### src/rtl/dcache_controller.sv
// dcache_controller: direct-mapped, write-back data cache (8 blocks x 4 bytes)
// with its miss-handling FSM between the CPU load/store path and block memory.
// Optional build macro DCACHE_STATS_EN adds saturating hit/miss counters.
module dcache_controller #(
    parameter int INDEX_BITS = 3
) (
    input  logic        clk,
    input  logic        reset,
    input  logic        read,
    input  logic        write,
    input  logic [7:0]  address,
    input  logic [7:0]  writedata,
    output logic [7:0]  readdata,
    output logic        busywait,
    output logic        mem_read,
    output logic        mem_write,
    output logic [5:0]  mem_address,
    output logic [31:0] mem_writedata,
    input  logic [31:0] mem_readdata,
    input  logic        mem_busywait
`ifdef DCACHE_STATS_EN
    ,
    output logic [15:0] hit_count,
    output logic [15:0] miss_count
`endif
);

    localparam int TAG_BITS   = 6 - INDEX_BITS;
    localparam int NUM_BLOCKS = 1 << INDEX_BITS;

    typedef enum logic [1:0] {
        ST_IDLE,
        ST_MEM_WRITE,
        ST_MEM_READ,
        ST_UPDATE
    } cacheState;

    cacheState stateReg, stateNext;

    logic [31:0]           dataArray [NUM_BLOCKS];
    logic [TAG_BITS-1:0]   tagArray  [NUM_BLOCKS];
    logic [NUM_BLOCKS-1:0] validBits;
    logic [NUM_BLOCKS-1:0] dirtyBits;

    logic [TAG_BITS-1:0]   reqTag;
    logic [INDEX_BITS-1:0] reqIndex;
    logic [1:0]            reqOffset;
    logic [TAG_BITS-1:0]   missTag;
    logic [INDEX_BITS-1:0] missIndex;

    logic request;
    logic hit;
    logic readHit;
    logic writeHit;
    logic missStart;

    assign reqTag    = address[7:INDEX_BITS+2];
    assign reqIndex  = address[INDEX_BITS+1:2];
    assign reqOffset = address[1:0];

    // Lookup: a request hits when the indexed block is valid and its tag matches.
    always_comb begin
        request   = read | write;
        hit       = validBits[reqIndex] && (tagArray[reqIndex] == reqTag);
        readHit   = (stateReg == ST_IDLE) && hit && read && !write;
        writeHit  = (stateReg == ST_IDLE) && hit && write;
        missStart = (stateReg == ST_IDLE) && request && !hit;
    end

    // CPU-side outputs: stall unless the access is served from IDLE this cycle.
    always_comb begin
        busywait = !reset && request && !((stateReg == ST_IDLE) && hit);
        readdata = 8'h00;
        if (readHit) begin
            readdata = dataArray[reqIndex][{reqOffset, 3'b000} +: 8];
        end
    end

    // State register plus the block address captured when a miss starts.
    always_ff @(posedge clk or posedge reset) begin
        if (reset) begin
            stateReg  <= ST_IDLE;
            missTag   <= '0;
            missIndex <= '0;
        end else begin
            stateReg <= stateNext;
            if (missStart) begin
                missTag   <= reqTag;
                missIndex <= reqIndex;
            end
        end
    end

    // Next-state and memory-side outputs for the miss sequence.
    always_comb begin
        stateNext     = stateReg;
        mem_read      = 1'b0;
        mem_write     = 1'b0;
        mem_address   = {missTag, missIndex};
        mem_writedata = dataArray[missIndex];
        case (stateReg)
            ST_IDLE: begin
                if (missStart) begin
                    if (validBits[reqIndex] && dirtyBits[reqIndex]) begin
                        stateNext = ST_MEM_WRITE;
                    end else begin
                        stateNext = ST_MEM_READ;
                    end
                end
            end
            ST_MEM_WRITE: begin
                mem_write   = 1'b1;
                mem_address = {tagArray[missIndex], missIndex};
                if (!mem_busywait) begin
                    stateNext = ST_MEM_READ;
                end
            end
            ST_MEM_READ: begin
                mem_read = 1'b1;
                if (!mem_busywait) begin
                    stateNext = ST_UPDATE;
                end
            end
            ST_UPDATE: begin
                stateNext = ST_IDLE;
            end
            default: begin
                stateNext = ST_IDLE;
            end
        endcase
    end

    // Valid/dirty bookkeeping: a fill makes the block clean, a store hit dirties it.
    always_ff @(posedge clk or posedge reset) begin
        if (reset) begin
            validBits <= '0;
            dirtyBits <= '0;
        end else if (stateReg == ST_UPDATE) begin
            validBits[missIndex] <= 1'b1;
            dirtyBits[missIndex] <= 1'b0;
        end else if (writeHit) begin
            dirtyBits[reqIndex] <= 1'b1;
        end
    end

    // Data and tag storage: block fill on UPDATE, single-byte merge on a store hit.
    always_ff @(posedge clk) begin
        if (stateReg == ST_UPDATE) begin
            dataArray[missIndex] <= mem_readdata;
            tagArray[missIndex]  <= missTag;
        end else if (writeHit) begin
            dataArray[reqIndex][{reqOffset, 3'b000} +: 8] <= writedata;
        end
    end

`ifdef DCACHE_STATS_EN
    logic        missSeen;
    logic [15:0] hitCount;
    logic [15:0] missCount;

    // Saturating counters; the hit that completes a miss is not counted as a hit.
    always_ff @(posedge clk or posedge reset) begin
        if (reset) begin
            missSeen  <= 1'b0;
            hitCount  <= 16'h0000;
            missCount <= 16'h0000;
        end else if (stateReg == ST_IDLE) begin
            if (request && !hit) begin
                missSeen <= 1'b1;
                if (missCount != 16'hFFFF) begin
                    missCount <= missCount + 16'd1;
                end
            end else begin
                missSeen <= 1'b0;
                if (request && hit && !missSeen && (hitCount != 16'hFFFF)) begin
                    hitCount <= hitCount + 16'd1;
                end
            end
        end
    end

    assign hit_count  = hitCount;
    assign miss_count = missCount;
`endif

endmodule

### config.mk
export PLATFORM = sky130hd
export DESIGN_NAME = dcache_controller
export DESIGN_NICKNAME = d
export VERILOG_FILES = /design/src/rtl/dcache_controller.sv
export SDC_FILE = /design/constraint.sdc
export NUM_CORES = 1
export LEC_CHECK = 0
export BUFFER_PORTS_ARGS = -buffer_cell sky130_fd_sc_hd__buf_2
export CAP_MARGIN = 25
export CORE_MARGIN = 10
export CORE_UTILIZATION = 40
export CTS_BUF_LIST = sky130_fd_sc_hd__clkbuf_8
export CTS_CLUSTER_DIAMETER = 120
export DETAILED_ROUTE_END_ITERATION = 7
export HOLD_SLACK_MARGIN = 0.03
export PLACE_DENSITY = 0.63
export SLEW_MARGIN = 20
export SYNTH_ARGS = -nofsm -noshare
export SYNTH_HDL_FRONTEND = slang
export SYNTH_SLANG_ARGS = --single-unit
### constraint.sdc
create_clock -name clk -period 3.3 [get_ports clk]
set_clock_uncertainty 0.2 [all_clocks]
set_input_delay 0.33 -clock clk [delete_from_list [all_inputs] [get_ports clk]]
set_output_delay 0.33 -clock clk [all_outputs]
set_load 0.05 [all_outputs]
==> run summary <==
The run finished, with violations left. The checks that failed: negative setup slack. STA classifies the critical path startpoint as a flop. The number of vias per cell came out at approximately 5.7. The floorplan step defined a core boundary enclosing ~0.037 mm2. Setup repair after global routing could not meet its margin everywhere.

The deepest clock path buffer count is 3. The worst hold path depth is 4. The detailed-route wire length per cell came out at roughly 25 um. Routability-driven placement finished with a final weighted congestion of 0.8590. The number of enable flip-flop cells after synthesis is 280. Broken down by cell family, the worst path's largest delay share belongs to compound AO/OA/AOI/OAI gates. The chip height came out at 214.7 um. The delay contributed by the slowest stage of the critical path is 0.42 ns. The count of final setup violators came out at 8. The analysis attributes to cell leakage a power of between 6 and 7 nW. Data on the critical path arrives at its endpoint at between 2 and 3 ns. The number of port buffers is 101. The final worst-path cycle share is 104.6%.

The worst-case hold slack came out at approximately 0.07 ns. For this run, the top clock speed supported by timing is 289.8 MHz. The count of synthesis-stage warnings from yosys is 0. The initial cell density of the core came out at about two fifths. The number of buffers and inverters on the critical path is 2. The number of global-route vias before repair came to 10532. The diode insertion count for antenna repair came out at 0.

CTS placed an instance of clkbuf_8 at the clock tree root. The critical path is of the reg2out type. The first-pass iteration count of the detailed router came out at 5.

Global routing consumed, over all layers together, 18.92% of the routing resources. The maximum fanout encountered on the critical timing path is 4. The total negative slack for setup checks is -1.086 ns. The clock insertion delay at the later pin of the skew report came out at approximately 0.62 ns. The number of antenna violations at the first check in global routing is 0. The first global-routing pass estimated between 60 and 70 mm of wire.

The routed design has 44.41 mm of wire. The share of final-layout standard cells stronger than drive strength 1 came out at about two fifths. Sorting the synthesized cells by area gives the leading types as edfxtp_1, mux4_2, dfrtp_1, mux2_2, nand2_1. The DRC violation count after routing came out at 0. The TritonCTS clock tree is yes. The area enclosed by the die boundary is about 0.046 mm2.

The die span in x came out at around 210 um. Of the total power, the share spent switching nets is about two fifths. Counting every sink on the clock net gives between 300 and 400. The clock transition at the registers of the reported paths is approximately 0.06 ns.

The sequential-to-total area share from yosys stat came out at about three fifths. The area taken by flip-flops and latches is roughly 0.0090 mm2. The actual slew at the worst max-slew pin came out at 0.8593 ns. The remaining antenna violation count came out at 0.

In this run, synthesis produced a sequential element count of 304. The number of CTS-inserted buffers is 50. Synthesis produced a netlist whose cell count is slightly below 1000. The number of violations reported at the end of detailed-routing iteration 0 is between 800 and 900. The worst-case reg-to-reg path depth came out at 9.

The total of fill cells in the finished design is between 3000 and 4000. The number of nets in the layout is 1305. The area growth from synthesis to layout is 23.33%. The worst-case IR drop observed on VDD is around 0.00057 V. The hold violation total from the final report is 0. Setup slack on the critical path of the routed design comes to -0.1512 ns. The number of rows in the core area is between 70 and 80. The cell type of the slowest stage on the worst timing path is edfxtp_1.

The H-tree depth is 2. The count of boundary I/O pins came out at slightly above 100. The async set-or-reset flop fraction in the synthesized netlist is under 10%. The type of the worst min-delay path is in2reg. The logic depth of the worst setup path including buffers is 9. In the synthesized netlist the dominant register cell turns out to be edfxtp_1. By instance count, the leading cell after synthesis is edfxtp_1. A synthesized cell averages roughly 15 um2. The area occupied by multi-input gates is between 0.005 and 0.006 mm2.

The normalized max-slew margin came out at between 40% and 50%. The clock power share came out at roughly 22%. The HPWL after detailed placement came out at between 30 and 40 mm. The shortest period the worst path allows came out at between 3 and 4 ns.

Of all cell types, the one taking the most synthesized area is edfxtp_1. The data required time of the critical path came out at between 2 and 3 ns. Internal power comes to roughly 8.7 mW.

Summed over all layers, the global routing overflow is 0. The synthesized cell area is between 0.015 and 0.02 mm2. Sequential cells burn a little under two fifths of the power. Counting every net in the synthesized netlist gives 1042. The number of distinct standard cells referenced by the synthesized netlist came out at 64. The share of the synthesized area in the top cell type came out at a little under three fifths.

The design draws approximately 14 mW. In the synthesized netlist, the cells that appear most often are edfxtp_1, mux4_2, nand2_1. The via count came out at 10204. The cell that appears most often on the critical path is buf_6.

The critical path endpoint category is an output pin. The largest net degree at the start of global routing is between 50 and 60. Power spread over the standard cell area amounts to approximately 760 mW/mm2. The switching power total came out at 5.539 mW. The critical path goes through mux2i_2, o22ai_2, o21ba_2, a2111oi_4, and4_4, nand3b_4, buf_6, a21oi_4, buf_6. The power share of the combinational group came out at between 40 and 50%. The max-cap violation count came out at 0. The number of pins with negative max-slew slack in the final report came to 0.
metal layers:
| layer | global-route usage, % | vias to the layer above | share of wire [%] |
|---|---|---|---|
| met1 | 25.53 | 5227 | 42 |
| met4 | 6.263 | 0 | 2.2 |
| met5 | 0 | - | 0 |
| li1 | - | 4446 | - |
| met2 | 30.08 | 473 | 48 |
| met3 | 3.794 | 58 | 8.0 |
cell families after synthesis:
logic type / after synthesis / synth area share [%]
AOI/OAI and AO/OA: 142 / 6.225
xor gates and xnor gates: 2 / 0.1156
adders and majority gates: 9 / 0.7430
buffers and inverters: 85 / 2.567
DFF: 304 / 59.44
muxes: 203 / 23.69
and+or+nand+nor: 235 / 7.215
metrics by stage:
step | cells | worst slack [ns] | cell area [um2] | utilization [%]
final | 1795 | -0.1512 | 18690 | 49.86
after global routing | 1795 | -0.1979 | 18690 | 49.86
after CTS | 1789 | -0.09169 | 18600 | 49.60
after detailed placement | 1652 | -0.03915 | 17100 | 45.61
after global placement | 1652 | 0.02630 | 17100 | 45.61
after floorplan | 980 | -0.4589 | 15160 | -
flip-flops by register name, summed over array words and instances, names as in the netlist:
register / flops
missTag: 3
validBits: 8
dirtyBits: 8
stateReg: 2
missIndex: 3
dataArray: 256
tagArray: 24
path summary, 6_finish.rpt:
check                                        endpoint                startpoint  slack (ns)
min in group asynchronous    missIndex[2]$_DFFE_PP0P_                     reset        0.57
hold / removal             dataArray[2][15]$_DFFE_PP_              writedata[7]        0.07
max in group asynchronous    dirtyBits[2]$_DFFE_PP0P_                     reset        1.90
setup / recovery                          readdata[3]  tagArray[3][2]$_DFFE_PP_       -0.15
hold reg to reg              validBits[1]$_DFFE_PP0P_  validBits[1]$_DFFE_PP0P_        0.27
setup reg to reg           dataArray[2][23]$_DFFE_PP_  tagArray[3][2]$_DFFE_PP_        0.09
layout by cell type (no fill, tap or decap), types with 29 or more instances in the layout:
cell type and count:
buf_2 90, buf_4 128, clkbuf_8 52, dlygate4sd3_1 41
edfxtp_1 280, mux2_2 48, mux2i_1 29, mux4_2 119
nand2_1 102, nor2_1 51, o21ai_0 51
worst register-to-register path, delay by kind of cell, from the launching register on:
| family | cells | cell delay [ns] |
|---|---|---|
| muxes | 2 | 0.93 |
| AOI/OAI and AO/OA | 3 | 0.68 |
| DFF | 1 | 0.42 |
| buffers and inverters | 2 | 0.39 |
| and+or+nand+nor | 2 | 0.36 |
area by class of cell:
type                            instances  share of cell area, %
Clock buffer                           52                  3.829
Clock inverter                         41                  1.131
Inverter                               14                 0.2811
Multi-Input combinational cell        591                  31.36
Sequential cell                       304                  48.24
Tap cell                              511                  3.421
Timing Repair Buffer                  282                  11.73
power groups by stage:
stage	registers, mW	clock network, mW	logic (mW)
floorplan	5.09	0	4.18
global placement	5.41	0	5.60
detailed placement	5.43	0	5.63
CTS	5.28	3.14	5.84
global route	5.31	3.31	6.18
finish	5.26	3.07	5.86
repair_timing:
item                       in CTS  in global routing
hold endpoints to repair      281                  5
gates cloned                    0                  0
pin swaps                       5                  2
gates resized for setup        32                 11
setup buffers                   4                  4
setup endpoints to repair      25                 15
hold buffers                   40                  1
Power figures use the tool's default switching activity.
